### src/rtl/reg_file_pkg.sv
// Shared types and sizing for the register-file port arbiter.
package reg_file_pkg;

  localparam int unsigned NUM_REGS = 16;
  localparam int unsigned ADDR_W   = 4;
  localparam int unsigned DATA_W   = 8;

  typedef enum logic [1:0] {INIT, RUN, HALT} regf_state_t;

  typedef struct packed {
    logic              req;
    logic              we;
    logic [ADDR_W-1:0] addr;
    logic [DATA_W-1:0] wdata;
  } regf_req_t;

endpackage

### src/rtl/reg_file_arbiter_if.sv
// Requester, debug and register-file port signals of reg_file_arbiter.
interface reg_file_arbiter_if;
  import reg_file_pkg::*;

  logic              busy;
  logic              core_req;
  logic              core_we;
  logic [ADDR_W-1:0] core_addr;
  logic [DATA_W-1:0] core_wdata;
  logic              core_gnt;
  logic [DATA_W-1:0] core_rdata;
  logic              dbg_req;
  logic              dbg_we;
  logic [ADDR_W-1:0] dbg_addr;
  logic [DATA_W-1:0] dbg_wdata;
  logic              dbg_halt;
  logic              dbg_gnt;
  logic              dbg_rvalid;
  logic [DATA_W-1:0] dbg_rdata;
  logic [ADDR_W-1:0] rf_reg_in;
  logic [DATA_W-1:0] rf_data_in;
  logic              rf_write_ctrl;
  logic [DATA_W-1:0] rf_data_out;

  modport slave (
    output busy, core_gnt, core_rdata, dbg_gnt, dbg_rvalid, dbg_rdata,
    output rf_reg_in, rf_data_in, rf_write_ctrl,
    input  core_req, core_we, core_addr, core_wdata,
    input  dbg_req, dbg_we, dbg_addr, dbg_wdata, dbg_halt, rf_data_out
  );

  modport master (
    input  busy, core_gnt, core_rdata, dbg_gnt, dbg_rvalid, dbg_rdata,
    input  rf_reg_in, rf_data_in, rf_write_ctrl,
    output core_req, core_we, core_addr, core_wdata,
    output dbg_req, dbg_we, dbg_addr, dbg_wdata, dbg_halt, rf_data_out
  );

endinterface

### src/rtl/reg_init_sweeper.sv
// Address counter for the post-reset clearing sweep; done marks the last address.
module reg_init_sweeper
  import reg_file_pkg::*;
(
  input  logic              CLK,
  input  logic              RESET,
  input  logic              en,
  output logic [ADDR_W-1:0] addr,
  output logic              done
);

  logic [ADDR_W-1:0] cnt_q;

  always_ff @(posedge CLK) begin
    if (RESET) begin
      cnt_q <= '0;
    end else if (en) begin
      cnt_q <= cnt_q + 1'b1;
    end
  end

  assign addr = cnt_q;
  assign done = en && (cnt_q == ADDR_W'(NUM_REGS - 1));

endmodule

### src/rtl/reg_file_arbiter.sv
// Owns the single register-file port: init sweep, core/debug arbitration, debug halt.
// Debug port, HALT state and starvation limit exist only when REGF_DBG_EN is defined.
module reg_file_arbiter
  import reg_file_pkg::*;
#(
  parameter int unsigned STARVE_MAX = 4
) (
  input logic               CLK,
  input logic               RESET,
  reg_file_arbiter_if.slave bus
);

  regf_state_t       state_q, state_d;
  regf_req_t         core_r;
  logic [ADDR_W-1:0] init_addr, last_addr_q;
  logic              init_en, init_done;
  logic              core_gnt, dbg_gnt;
  logic [ADDR_W-1:0] rf_addr;
  logic [DATA_W-1:0] rf_wdata;
  logic              rf_we;
  logic [3:0]        unused_starve_max;

  assign unused_starve_max = 4'(STARVE_MAX);

  assign core_r = '{req: bus.core_req, we: bus.core_we, addr: bus.core_addr,
                    wdata: bus.core_wdata};

  assign init_en = (state_q == INIT) && !RESET;

  reg_init_sweeper u_sweeper (
    .CLK   (CLK),
    .RESET (RESET),
    .en    (init_en),
    .addr  (init_addr),
    .done  (init_done)
  );

`ifdef REGF_DBG_EN
  regf_req_t  dbg_r;
  logic [3:0] starve_q, starve_d;
  logic       starve_full;
  logic       dbg_rvalid_q;
  logic [DATA_W-1:0] dbg_rdata_q;

  assign dbg_r = '{req: bus.dbg_req, we: bus.dbg_we, addr: bus.dbg_addr,
                   wdata: bus.dbg_wdata};
  assign starve_full = (starve_q == 4'(STARVE_MAX));
`else
  logic unused_dbg;
  assign unused_dbg = ^{bus.dbg_req, bus.dbg_we, bus.dbg_addr, bus.dbg_wdata, bus.dbg_halt};
`endif

  always_ff @(posedge CLK) begin
    if (RESET) begin
      state_q     <= INIT;
      last_addr_q <= '0;
    end else begin
      state_q     <= state_d;
      last_addr_q <= rf_addr;
    end
  end

  always_comb begin
    state_d  = state_q;
    core_gnt = 1'b0;
    dbg_gnt  = 1'b0;
    case (state_q)
      INIT: begin
        if (init_done) state_d = RUN;
      end
      RUN: begin
`ifdef REGF_DBG_EN
        // Core has priority until debug has waited STARVE_MAX core grants.
        if (dbg_r.req && (!core_r.req || starve_full)) begin
          dbg_gnt = 1'b1;
        end else begin
          core_gnt = core_r.req;
        end
        if (bus.dbg_halt) state_d = HALT;
`else
        core_gnt = core_r.req;
`endif
      end
`ifdef REGF_DBG_EN
      HALT: begin
        dbg_gnt = dbg_r.req;
        if (!bus.dbg_halt) state_d = RUN;
      end
`endif
      default: state_d = INIT;
    endcase
    if (RESET) begin
      core_gnt = 1'b0;
      dbg_gnt  = 1'b0;
    end
  end

  always_comb begin
    rf_addr  = last_addr_q;
    rf_wdata = '0;
    rf_we    = 1'b0;
    if (state_q == INIT) begin
      rf_addr = init_addr;
      rf_we   = 1'b1;
    end else if (core_gnt) begin
      rf_addr  = core_r.addr;
      rf_wdata = core_r.wdata;
      rf_we    = core_r.we;
`ifdef REGF_DBG_EN
    end else if (dbg_gnt) begin
      rf_addr  = dbg_r.addr;
      rf_wdata = dbg_r.wdata;
      rf_we    = dbg_r.we;
`endif
    end
    if (RESET) rf_we = 1'b0;
  end

`ifdef REGF_DBG_EN
  always_comb begin
    starve_d = starve_q;
    if (state_q == INIT || dbg_gnt || !dbg_r.req) begin
      starve_d = '0;
    end else if (core_gnt && !starve_full) begin
      starve_d = starve_q + 1'b1;
    end
  end

  always_ff @(posedge CLK) begin
    if (RESET) begin
      starve_q     <= '0;
      dbg_rvalid_q <= 1'b0;
      dbg_rdata_q  <= '0;
    end else begin
      starve_q     <= starve_d;
      dbg_rvalid_q <= dbg_gnt && !dbg_r.we;
      if (dbg_gnt && !dbg_r.we) dbg_rdata_q <= bus.rf_data_out;
    end
  end

  assign bus.dbg_gnt    = dbg_gnt;
  assign bus.dbg_rvalid = dbg_rvalid_q;
  assign bus.dbg_rdata  = dbg_rdata_q;
`else
  assign bus.dbg_gnt    = 1'b0;
  assign bus.dbg_rvalid = 1'b0;
  assign bus.dbg_rdata  = '0;
`endif

  assign bus.busy          = (state_q == INIT) || RESET;
  assign bus.core_gnt      = core_gnt;
  assign bus.core_rdata    = bus.rf_data_out;
  assign bus.rf_reg_in     = rf_addr;
  assign bus.rf_data_in    = rf_wdata;
  assign bus.rf_write_ctrl = rf_we;

endmodule

### src/flat_wrapper.sv
// flat-port wrapper written by rule: the top's interface ports become plain ports
module reg_file_arbiter_flat import reg_file_pkg::*;
#(
  parameter int unsigned STARVE_MAX = 4
)
  (CLK, RESET, bus_busy, bus_core_gnt, bus_core_rdata, bus_dbg_gnt, bus_dbg_rvalid, bus_dbg_rdata, bus_rf_reg_in, bus_rf_data_in, bus_rf_write_ctrl, bus_core_req, bus_core_we, bus_core_addr, bus_core_wdata, bus_dbg_req, bus_dbg_we, bus_dbg_addr, bus_dbg_wdata, bus_dbg_halt, bus_rf_data_out);
  reg_file_arbiter_if bus_i ();
  input logic CLK;
  input logic RESET;
  output wire logic [$bits(bus_i.busy)-1:0] bus_busy;
  output wire logic [$bits(bus_i.core_gnt)-1:0] bus_core_gnt;
  output wire logic [$bits(bus_i.core_rdata)-1:0] bus_core_rdata;
  output wire logic [$bits(bus_i.dbg_gnt)-1:0] bus_dbg_gnt;
  output wire logic [$bits(bus_i.dbg_rvalid)-1:0] bus_dbg_rvalid;
  output wire logic [$bits(bus_i.dbg_rdata)-1:0] bus_dbg_rdata;
  output wire logic [$bits(bus_i.rf_reg_in)-1:0] bus_rf_reg_in;
  output wire logic [$bits(bus_i.rf_data_in)-1:0] bus_rf_data_in;
  output wire logic [$bits(bus_i.rf_write_ctrl)-1:0] bus_rf_write_ctrl;
  input wire logic [$bits(bus_i.core_req)-1:0] bus_core_req;
  input wire logic [$bits(bus_i.core_we)-1:0] bus_core_we;
  input wire logic [$bits(bus_i.core_addr)-1:0] bus_core_addr;
  input wire logic [$bits(bus_i.core_wdata)-1:0] bus_core_wdata;
  input wire logic [$bits(bus_i.dbg_req)-1:0] bus_dbg_req;
  input wire logic [$bits(bus_i.dbg_we)-1:0] bus_dbg_we;
  input wire logic [$bits(bus_i.dbg_addr)-1:0] bus_dbg_addr;
  input wire logic [$bits(bus_i.dbg_wdata)-1:0] bus_dbg_wdata;
  input wire logic [$bits(bus_i.dbg_halt)-1:0] bus_dbg_halt;
  input wire logic [$bits(bus_i.rf_data_out)-1:0] bus_rf_data_out;
  assign bus_busy = bus_i.busy;
  assign bus_core_gnt = bus_i.core_gnt;
  assign bus_core_rdata = bus_i.core_rdata;
  assign bus_dbg_gnt = bus_i.dbg_gnt;
  assign bus_dbg_rvalid = bus_i.dbg_rvalid;
  assign bus_dbg_rdata = bus_i.dbg_rdata;
  assign bus_rf_reg_in = bus_i.rf_reg_in;
  assign bus_rf_data_in = bus_i.rf_data_in;
  assign bus_rf_write_ctrl = bus_i.rf_write_ctrl;
  assign bus_i.core_req = bus_core_req;
  assign bus_i.core_we = bus_core_we;
  assign bus_i.core_addr = bus_core_addr;
  assign bus_i.core_wdata = bus_core_wdata;
  assign bus_i.dbg_req = bus_dbg_req;
  assign bus_i.dbg_we = bus_dbg_we;
  assign bus_i.dbg_addr = bus_dbg_addr;
  assign bus_i.dbg_wdata = bus_dbg_wdata;
  assign bus_i.dbg_halt = bus_dbg_halt;
  assign bus_i.rf_data_out = bus_rf_data_out;
  reg_file_arbiter #(.STARVE_MAX(STARVE_MAX)) u_core (.CLK(CLK), .RESET(RESET), .bus(bus_i));
endmodule
### config.mk
export PLATFORM = sky130hd
export DESIGN_NAME = reg_file_arbiter_flat
export DESIGN_NICKNAME = d
export VERILOG_FILES = /design/src/rtl/reg_file_pkg.sv /design/src/rtl/reg_file_arbiter_if.sv /design/src/rtl/reg_init_sweeper.sv /design/src/rtl/reg_file_arbiter.sv /design/src/flat_wrapper.sv
export SDC_FILE = /design/constraint.sdc
export NUM_CORES = 1
export LEC_CHECK = 0
export BUFFER_PORTS_ARGS = -buffer_cell sky130_fd_sc_hd__buf_2
export CAP_MARGIN = 5
export CORE_MARGIN = 2
export CORE_UTILIZATION = 37
export CTS_CLUSTER_DIAMETER = 120
export DETAILED_ROUTE_END_ITERATION = 12
export PLACE_DENSITY = 0.83
export SYNTH_ARGS = -nofsm -noshare
export SYNTH_HDL_FRONTEND = slang
export SYNTH_SLANG_ARGS = --single-unit
### constraint.sdc
create_clock -name CLK -period 2.3 [get_ports CLK]
set_input_delay 0.345 -clock CLK [delete_from_list [all_inputs] [get_ports CLK]]
set_output_delay 0.345 -clock CLK [all_outputs]
set_load 0.005 [all_outputs]
---- Yosys cells after proc, flatten, opt, wreduce, memory -nomap -nowiden ----
Index checks and enable logic that the tools add are counted.
W data, S select, Z words.
word-level totals
  register bits after elaboration ......... 10
  input bits .............................. 39
  logic and storage cells ................. 25
operators by class
  add/subtract/negate cells ............... 1
  equality and inequality tests ........... 3
  muxes and demuxes ....................... 11
  bitwise logic cells ..................... 1
  reductions and logical operators ........ 6
operators by type and width
  cell                   count
  $mux W8                2
  $mux W4                2
  $mux W1                5
  $add A4 B1 Y4 const B  1
  $eq A4 B4 Y1 const B   1
  $pmux W2 S2            1
  $eq A2 B1 Y1 const B   1
  $logic_and A1 B1 Y1    2
  $logic_not A2 Y1       1
  $mux W2                1
  $ne A2 B1 Y1 const B   1
  $reduce_and A2 Y1      1
  $logic_not A1 Y1       1
  $logic_or A1 B1 Y1     1
  $not A1 Y1             1

---- Depth between registers and ports, before layout ----
Gate-level depths: netlist (run 1).
  word-level depth ........................ 6
  depth in mapped cells ................... 5
  gate-level depth less buffers ........... 4

---- Modules after synthesis ----
A second synthesis (run 1) with hierarchy kept.
unflattened totals
  cell total of the unflattened synthesis .. 86
  area total of the unflattened synthesis .. 760.7 sq um
by module, submodules not included
  module            times used  cells each  area each (sq um)
  reg_file_arbiter  1           69          571.8
  reg_init_sweeper  1           17          188.9

---- Worst setup path before layout (run 1) ----
Ideal clock, no wire load.
  kind .................................... input to output
  start point ............................. input bus_core_req
  end point ............................... output bus_rf_reg_in[0]
  arrival ................................. 0.896 ns
  required time ........................... 1.955 ns
  slack ................................... 1.059 ns
  stages .................................. 5
  path through ............................ buf_6 nand2b_4 buf_6 mux2i_1 a21oi_1
on the way
  longest elaborated chain between the ends .. 4
RTL lines
  element      RTL line                 text
  from (decl)  flat_wrapper.sv:19       input wire logic [$bits(bus_i.core_req)-1:0] bus_core_req;
  $mux W1      reg_file_arbiter.sv:67   case (state_q)
  $mux W1      reg_file_arbiter.sv:92   if (RESET) begin
  $mux W4      reg_file_arbiter.sv:105  end else if (core_gnt) begin
  $mux W4      reg_file_arbiter.sv:102  if (state_q == INIT) begin
  to (decl)    flat_wrapper.sv:16       output wire logic [$bits(bus_i.rf_reg_in)-1:0] bus_rf_reg_in;
No other way between the ends.

---- Worst setup path after layout (run 1) ----
  start point ............................. register u_core.state_q[0]
  end point ............................... output bus_rf_reg_in[1]
on the way
  longest elaborated chain between the ends .. 5
  elaborated cells on any way between the ends .. 6
  classes of those cells .................. eq/ne (1); mux (4); reduce/logical (1)
RTL lines
  element                 RTL line                 text
  from (decl)             reg_file_arbiter.sv:13   regf_state_t state_q, state_d;
  from (signal assigned)  reg_file_arbiter.sv:58   state_q <= state_d;
  $eq A2 B1 Y1            reg_file_arbiter.sv:67
  $mux W1                 reg_file_arbiter.sv:67
  $mux W1                 reg_file_arbiter.sv:92
  $mux W4                 reg_file_arbiter.sv:105
  $mux W4 *               reg_file_arbiter.sv:102
Every way passes the cells marked *; elsewhere a longest branch is shown, timed or not.

==> impl_metrics.csv, run 1 <==
group,metric,value,unit
yosys,ys.flop_type,"dfxtp_1",
timing,fin_crit_sh,65.4,%
detailed_routing,wl_per_cell,10.1,um
global_route,grt_usage,11.9,%
final_layout,fillers,193,
global_route,grt_overflow_total,0,
clock_tree,clk_pin_slew,0.06,ns
clock_tree,htree_num_levels,1,
final_layout,diodes,0,
final_layout,mostFrequentLayoutCells,"30 x buf_2, 10 x conb_1, 9 x mux2i_1, 9 x nor2_1, 9 x dfxtp_1",
detailed_routing,num_vias,548,
final_layout,area_growth,10.1,%
yosys,postSynthCellCount,80,
die,die_h,47.7,um
yosys,avgSynthCellArea,8.84,um^2
die,die_w,47.7,um
timing,fin_skew,0.00457,ns
run_status,outcome,"complete, no violations",
final_layout,seq_area,180,um^2
hold_path,min_path_cells,2,
yosys,ys_seq_elements,9,
timing,finalHoldViolations,0,
die,num_io_pins,72,
setup_path,crit_path_top_delay_cell,"dfxtp_1",
yosys,synthArstFlopShare,0,%
detailed_routing,drt-initial-drc-count,0,
setup_path,end_kind,"primary output",
global_route,grt_pass1_vias,479,
setup_path,worstPathArrival,1.16,ns
setup_path,required,1.96,ns
power,p_leak,0.449,nW
timing,tns,0,ns
detailed_routing,first_pass_iters,1,
yosys,netlist_area,707,um^2
timing,rsz0062_at_grt,"false",
timing,hold_slack,0.399,ns
clock_tree,cts_tree,"built",
job,cap_viol_max_count,0,
global_route,antenna_found_initial,0,
clock_tree,cts_sinks,9,
detailed_routing,wl,1.27,mm
final_layout,layout_commonest_cell,"buf_2",
global_route,grt_pass1_wl,1.86,mm
die,fp-row-count,15,
hold_path,hold_class,"input port to flip-flop",
final_layout,layout.nets,142,
setup_path,cp_slowest_stage_delay,0.34,ns
timing,setup_violations,0,
placed_design,dp_hpwl,1.08,mm
placed_design,io_buffers,30,
timing,slew_viol_final,0,
setup_path,reg2reg_slack,1.22,ns
power,power.total,0.352,mW
setup_path,crit_chain,"buf_4 > nor2_1 > a21oi_1 > buf_2",
clock_tree,clock_latency,0.26,ns
timing,period_minus_slack,1.51,ns
power,powerDensity,452,nW/um^2
clock_tree,cts_root_buf,"clkbuf_4",
power,ir_worst_vdd,0.225,mV
detailed_routing,drcViolationCount,0,
clock_tree,cts_buffers,3,
die,coreArea,1760,um^2
clock_tree,cts_resized,0,
final_layout,multi_input_area,379,um^2
yosys,synth_cell_types,22,
setup_path,cp-start-kind,"flip-flop",
yosys,ys_warn_count,0,
setup_path,path_class,"flip-flop to primary output",
final_layout,drive_gt1_share,38.6,%
detailed_routing,ant_nets,0,
detailed_routing,vias_per_cell,4.35,
clock_tree,cts_buffer_depth,2,
timing,fmax,664,MHz
setup_path,reg2reg_depth,4,
setup_path,crit_fanout,18,
clock_tree,hold_buffers,0,
global_route,grt_max_degree,19,
die,die_area,2280,um^2
die,start_util,40.1,%
placed_design,gp_congestion,0.704,
clock_tree,postCtsSetupRepairBufs,0,
yosys,synth_enable_flop_cells,0,
yosys,ys_seq_area_share,25.5,%
==> stage by stage <==
| stage | area (um^2) | setup WS (ns) | std cells | util, % |
|---|---|---|---|---|
| 3_5_place_dp | 752 | 0.788 | 122 | 42.6 |
| 5_1_grt | 778 | 0.703 | 126 | 44.1 |
| 2_1_floorplan | 741 | 1.06 | 89 | - |
| 4_1_cts | 778 | 0.774 | 126 | 44.1 |
| 3_3_place_gp | 752 | 0.810 | 122 | 42.6 |
| 6_report | 778 | 0.795 | 126 | 44.1 |
==> worst max-delay path: cells and delay by family (launching register included) <==
kind | cells | cell delay [ns]
buf+inv | 2 | 0.35
flops | 1 | 0.34
compound gates | 1 | 0.13
simple gates | 1 | 0.08
==> power breakdown <==
part | switching, mW | internal (mW) | leakage (nW)
Combinational | 0.0290 | 0.0294 | 0.360
Clock | 0.0540 | 0.0668 | 0.0150
Sequential | 0.00889 | 0.164 | 0.0735
Total | 0.0918 | 0.260 | 0.449
==> final timing paths <==
check,startpoint,endpoint
worst max-delay path,u_core.state_q[0],bus_rf_reg_in[1]
worst min-delay path,RESET,u_core.state_q[0]
worst min register to register,u_core.last_addr_q[3],u_core.last_addr_q[3]
worst max register to register,u_core.u_sweeper.addr[0],u_core.u_sweeper.addr[2]
==> layer usage <==
metal	GRT usage [%]	part of all wire (%)
met4	6.49	1.0
met3	4.91	11
met1	10.7	34
met5	0	0
met2	22.1	53
==> state kept, by name (all words and copies together), names as in the netlist <==
name / flops
u_core.u_sweeper.addr: 4
u_core.state_q: 1
u_core.last_addr_q: 4
==> final cells by class <==
class	count	area share (%)
multi-input combinational	56	48.7
sequential	9	23.2
timing repair buffer	31	20.3
tap	25	4.02
clock buffer	4	3.38
inverter	1	0.482
==> Yosys cell counts, types with 2 or more instances <==
cell type | instances | area share (%)
buf_6 | 3 | 4.8
a21oi_1 | 5 | 3.5
buf_4 | 18 | 19
nor2_1 | 9 | 4.8
a211oi_1 | 4 | 4.2
dfxtp_1 | 9 | 25
xor2_1 | 2 | 2.5
mux2i_1 | 9 | 13
and2_1 | 8 | 7.1
==> logic make-up after synthesis <==
| logic type | synth area share (%) |
|---|---|
| buffers and inverters | 25.7 |
| AND/OR/NAND/NOR | 21.4 |
| AO/OA/AOI/OAI | 8.67 |
| multiplexers | 12.7 |
| flip-flops | 25.5 |
| XOR/XNOR | 3.72 |
| adder cells (fa/ha/maj) | 1.77 |
| other | 0.530 |
No activity file was read; power rests on OpenSTA's default activity.
==> run 2, diff against run 1 <==
--- a/config.mk
+++ b/config.mk
@@ -8,10 +8,10 @@
 export BUFFER_PORTS_ARGS = -buffer_cell sky130_fd_sc_hd__buf_2
 export CAP_MARGIN = 5
 export CORE_MARGIN = 2
-export CORE_UTILIZATION = 37
+export CORE_UTILIZATION = 35
 export CTS_CLUSTER_DIAMETER = 120
 export DETAILED_ROUTE_END_ITERATION = 12
-export PLACE_DENSITY = 0.83
+export PLACE_DENSITY = 0.79
 export SYNTH_ARGS = -nofsm -noshare
 export SYNTH_HDL_FRONTEND = slang
 export SYNTH_SLANG_ARGS = --single-unit
==> constraint.sdc (replaced) <==
create_clock -name CLK -period 1.5 [get_ports CLK]
set_input_delay 0.225 -clock CLK [delete_from_list [all_inputs] [get_ports CLK]]
set_output_delay 0.225 -clock CLK [all_outputs]
set_load 0.005 [all_outputs]
==> run 2 against run 1 <==
Global-route usage is 0.37 points higher. Largest cell class unchanged. Hold slack worse by 0.12 ns. Combinational power is 55% higher. Via count is 2.7% higher. Non-clock buffer count stayed put. Final cell count is 1.6% higher.
==> impl_metrics.csv, run 2 (synthesized netlist as in run 1, its figures left out) <==
group,metric,value,unit
run_status,outcome,"complete, no violations",
setup_path,critPathLaunch,"u_core.state_q[0]",
detailed_routing,ant_nets,0,
setup_path,cp-start-kind,"flip-flop",
final_layout,fillers,214,
placed_design,post_dp_cell_area,754,um^2
hold_path,min-delay-start,"RESET",
clock_tree,cts_sinks,9,
job,cap_viol_max_count,0,
timing,finalHoldViolations,0,
clock_tree,cts_root_buf,"clkbuf_4",
timing,rsz0062_at_grt,"true",
clock_tree,clock_latency,0.26,ns
timing,tns,0,ns
placed_design,io_buffers,30,
timing,setup_ws,0.0964,ns
power,powerDensity,690,nW/um^2
placed_design,pre_cts_slack,0.199,ns
power,p_leak,0.450,nW
die,start_util,36.4,%
timing,hold_slack,0.281,ns
clock_tree,postCtsSetupRepairBufs,0,
setup_path,end_kind,"primary output",
final_layout,post-route-util,40.4,%
die,die_w,48.9,um
timing,period_minus_slack,1.40,ns
setup_path,r2r_start,"u_core.u_sweeper.addr[0]",
global_route,grt_pass1_wl,2.18,mm
detailed_routing,vias_per_cell,4.40,
power,power.total,0.541,mW
timing,slew_viol_final,0,
global_route,grt_pass1_vias,504,
detailed_routing,wl_per_cell,10.8,um
timing,fin_skew,0.00401,ns
final_layout,finalNonFillerCells,128,
placed_design,gp_congestion,0.679,
global_route,grt_usage,12.2,%
hold_path,hold_class,"input port to flip-flop",
die,coreArea,1940,um^2
global_route,antenna_found_initial,0,
detailed_routing,first_pass_iters,2,
detailed_routing,drcViolationCount,0,
power,ir_worst_vdd,0.253,mV
clock_tree,clk_pin_slew,0.06,ns
final_layout,area_growth,11.0,%
timing,fmax,712,MHz
placed_design,placed_cells,124,
final_layout,layout.nets,142,
setup_path,required,1.27,ns
detailed_routing,wl,1.38,mm
final_layout,layout_commonest_cell,"buf_2",
clock_tree,cts_tree,"built",
clock_tree,cts_buffer_depth,2,
clock_tree,htree_num_levels,1,
setup_path,path_class,"flip-flop to primary output",
global_route,grt_max_degree,18,
detailed_routing,num_vias,563,
clock_tree,cts_buffers,3,
die,die_area,2400,um^2
die,num_io_pins,72,
detailed_routing,drt-initial-drc-count,3,
setup_path,crit_fanout,9,
final_layout,mostFrequentLayoutCells,"30 x buf_2, 10 x conb_1, 9 x mux2i_1, 9 x nor2_1, 9 x dfxtp_1",
final_layout,drive_gt1_share,38.6,%
final_layout,diodes,0,
timing,fin_crit_sh,93.6,%
die,die_h,48.9,um
timing,setup_violations,0,
setup_path,worstPathArrival,1.18,ns
die,fp-row-count,16,
global_route,grt_overflow_total,0,
placed_design,dp_hpwl,1.08,mm
final_layout,final_cell_area,785,um^2
-- run 2: changes by cell type in the layout (fill, tap and decap cells not counted) --
cell	delta
buf_4	-1
buf_6	+1
-- run 2: area by class of cell --
cell class              count  area, um^2  share of cell area [%]
flip-flops and latches      9         180                    23.0
clock buffers               4        26.3                    3.35
well taps                  27        33.8                    4.31
repair buffers             31         161                    20.6
multi-input cells          56         379                    48.3
inverters                   1        3.75                   0.478
-- run 2: final timing paths --
check | endpoint | slack (ns) | cells after the start
min reg2reg | u_core.last_addr_q[2] | 0.56 | 2
max reg2reg | u_core.u_sweeper.addr[2] | 0.43 | 4
min | u_core.u_sweeper.addr[1] | 0.28 | 2
max | bus_rf_data_in[7] | 0.1 | 4
-- run 2: critical path, cell delays in order, from the launching register on --
cell	delay, ns
dfxtp_1	0.38
nand2b_2	0.10
nor2_4	0.15
and2_1	0.17
buf_2	0.11
-- run 2: metal layers --
metal	vias up	wire length [um]	track usage, %
met1	247	474	10.1
met2	34	710	22.6
met3	4	161	5.83
li1	278	-	-
met4	0	33	8.57
met5	-	0	0
-- run 2: power breakdown --
part | switching [mW] | total, mW | internal [mW]
clock network | 0.0841 | 0.187 | 0.102
registers | 0.0136 | 0.264 | 0.251
logic | 0.0453 | 0.0905 | 0.0452
-- run 2: what timing repair did --
item	CTS	global route
gates resized for setup	0	1
setup endpoints to repair	0	3
hold buffers	0	0
==> run 3, diff against run 2 <==
--- a/config.mk
+++ b/config.mk
@@ -8,10 +8,10 @@
 export BUFFER_PORTS_ARGS = -buffer_cell sky130_fd_sc_hd__buf_2
 export CAP_MARGIN = 5
 export CORE_MARGIN = 2
-export CORE_UTILIZATION = 35
+export CORE_UTILIZATION = 31
 export CTS_CLUSTER_DIAMETER = 120
 export DETAILED_ROUTE_END_ITERATION = 12
-export PLACE_DENSITY = 0.79
+export PLACE_DENSITY = 0.75
 export SYNTH_ARGS = -nofsm -noshare
 export SYNTH_HDL_FRONTEND = slang
 export SYNTH_SLANG_ARGS = --single-unit
==> constraint.sdc (replaced) <==
create_clock -name CLK -period 1.2 [get_ports CLK]
set_input_delay 0.18 -clock CLK [delete_from_list [all_inputs] [get_ports CLK]]
set_output_delay 0.18 -clock CLK [all_outputs]
set_load 0.005 [all_outputs]
==> run 3 against run 2 <==
The flow now finishes with violations (negative setup slack). Clock skew grew 0.00099 ns. Utilization increased by 2.7 points. Count of clock-buffer cells in the layout stayed put. Sequential share of layout area fell by 3.4 points. Sequential cell count stayed put. Combinational power increased by 62%. Routed wire length increased by 13%.
==> impl_metrics.csv, run 3 (synthesized netlist as in run 1, its figures left out) <==
group,metric,value,unit
timing,fmax,782,MHz
timing,finalHoldViolations,0,
run_status,outcome,"finished with violations",
final_layout,mostFrequentLayoutCells,"28 x buf_2, 10 x conb_1, 9 x mux2i_1",
placed_design,dp_hpwl,1.06,mm
timing,rsz0062_at_grt,"true",
power,seqPwrFrac,46.1,%
timing,setup_ws,-0.0788,ns
clock_tree,clock_latency,0.26,ns
global_route,grt_max_degree,10,
detailed_routing,vias_per_cell,4.49,
power,comb_power_share,20.6,%
power,p_sw,0.199,mW
die,fp-row-count,17,
setup_path,required,1.02,ns
final_layout,post-route-util,43.1,%
final_layout,seq_area,185,um^2
global_route,grt_pass1_wl,2.23,mm
final_layout,area_growth,33.6,%
clock_tree,cts_root_buf,"clkbuf_4",
setup_path,crit_fanout,5,
setup_path,worstPathArrival,1.10,ns
die,coreArea,2190,um^2
die,num_io_pins,72,
global_route,grt_usage,11.4,%
timing,setup_violations,13,
power,clkPwrFrac,33.3,%
placed_design,io_buffers,30,
power,powerDensity,756,nW/um^2
die,die_area,2680,um^2
detailed_routing,num_vias,624,
final_layout,final_cell_area,945,um^2
global_route,grt_pass1_vias,552,
clock_tree,cts_sinks,9,
timing,hold_slack,0.290,ns
timing,period_minus_slack,1.28,ns
global_route,grt_overflow_total,0,
final_layout,fillers,214,
run_status,violations,"negative setup slack",
setup_path,path_class,"flip-flop to primary output",
global_route,antenna_found_initial,0,
hold_path,hold_class,"input port to flip-flop",
placed_design,gp_congestion,0.768,
die,die_h,51.8,um
job,cap_viol_max_count,0,
final_layout,diodes,0,
die,die_w,51.8,um
detailed_routing,wl_per_cell,11.2,um
power,intPower,0.515,mW
placed_design,post_dp_cell_area,786,um^2
timing,tns,-0.627,ns
detailed_routing,drt-initial-drc-count,10,
timing,fin_skew,0.00500,ns
detailed_routing,first_pass_iters,4,
clock_tree,cts_tree,"built",
timing,slew_viol_final,0,
clock_tree,cts_buffer_depth,2,
timing,fin_crit_sh,107,%
setup_path,cp-start-kind,"flip-flop",
final_layout,layout.nets,152,
clock_tree,cts_buffers,3,
power,ir_worst_vdd,0.251,mV
detailed_routing,ant_nets,0,
final_layout,multi_input_area,445,um^2
clock_tree,htree_num_levels,1,
final_layout,drive_gt1_share,55.0,%
clock_tree,clk_pin_slew,0.07,ns
power,p_leak,0.519,nW
detailed_routing,drcViolationCount,0,
setup_path,end_kind,"primary output",
power,netSwitchingFraction,27.9,%
final_layout,layout_commonest_cell,"buf_2",
power,power.total,0.714,mW
detailed_routing,wl,1.55,mm
die,start_util,32.3,%
run 3: changes by cell type in the layout (fill, tap and decap cells not counted), sizes merged:
cell and change:
buf +9, nor2 +1
run 3: path summary, 6_finish.rpt:
path                            startpoint                        to  slack [ns]  depth (start not counted)
setup / recovery         u_core.state_q[0]         bus_rf_data_in[7]       -0.08                          4
hold / removal                       RESET         u_core.state_q[0]        0.29                          3
setup reg to reg  u_core.u_sweeper.addr[1]  u_core.u_sweeper.addr[2]        0.06                          4
hold reg to reg      u_core.last_addr_q[2]     u_core.last_addr_q[2]        0.57                          2
run 3: layout make-up:
type                            count  area share, %
Inverter                            1          0.397
Clock buffer                        4           2.78
Sequential cell                     9           19.6
Tap cell                           28           3.71
Timing Repair Buffer               40           26.4
Multi-Input combinational cell     57           47.2
run 3: power groups by stage:
stage | sequential [mW] | combinational (mW) | clock [mW]
finish | 0.329 | 0.147 | 0.238
global route | 0.331 | 0.163 | 0.257
CTS | 0.329 | 0.139 | 0.238
detailed placement | 0.334 | 0.125 | 0
global placement | 0.333 | 0.121 | 0
floorplan | 0.334 | 0.123 | 0
run 3: stage by stage:
step	instances	setup WS [ns]
final	139	-0.0788
after global routing	139	-0.119
after CTS	138	-0.0799
after detailed placement	129	0.103
after global placement	129	0.139
after floorplan	89	0.188
run 3: repair_timing:
item / in CTS / in global routing
gates cloned: 1 / 0
hold endpoints to repair: 0 / 0
buffers inserted: 4 / 1
setup endpoints to repair: 13 / 14
resized for setup: 18 / 6
hold buffers: 0 / 0
pin swaps: 7 / 8
run 3: critical path: stages (launching register included):
cell and delay (ns):
dfxtp_4 0.38, nand2b_4 0.08, nor2_4 0.13, and2_1 0.13, buf_2 0.11
run 3: layer usage:
| metal | vias to the layer above | global-route usage [%] | share of wire [%] |
|---|---|---|---|
| li1 | 300 | - | - |
| met3 | 2 | 3.74 | 11 |
| met4 | 0 | 4.39 | 0.58 |
| met5 | - | 0 | 0 |
| met2 | 38 | 23.5 | 54 |
| met1 | 284 | 9.88 | 34 |
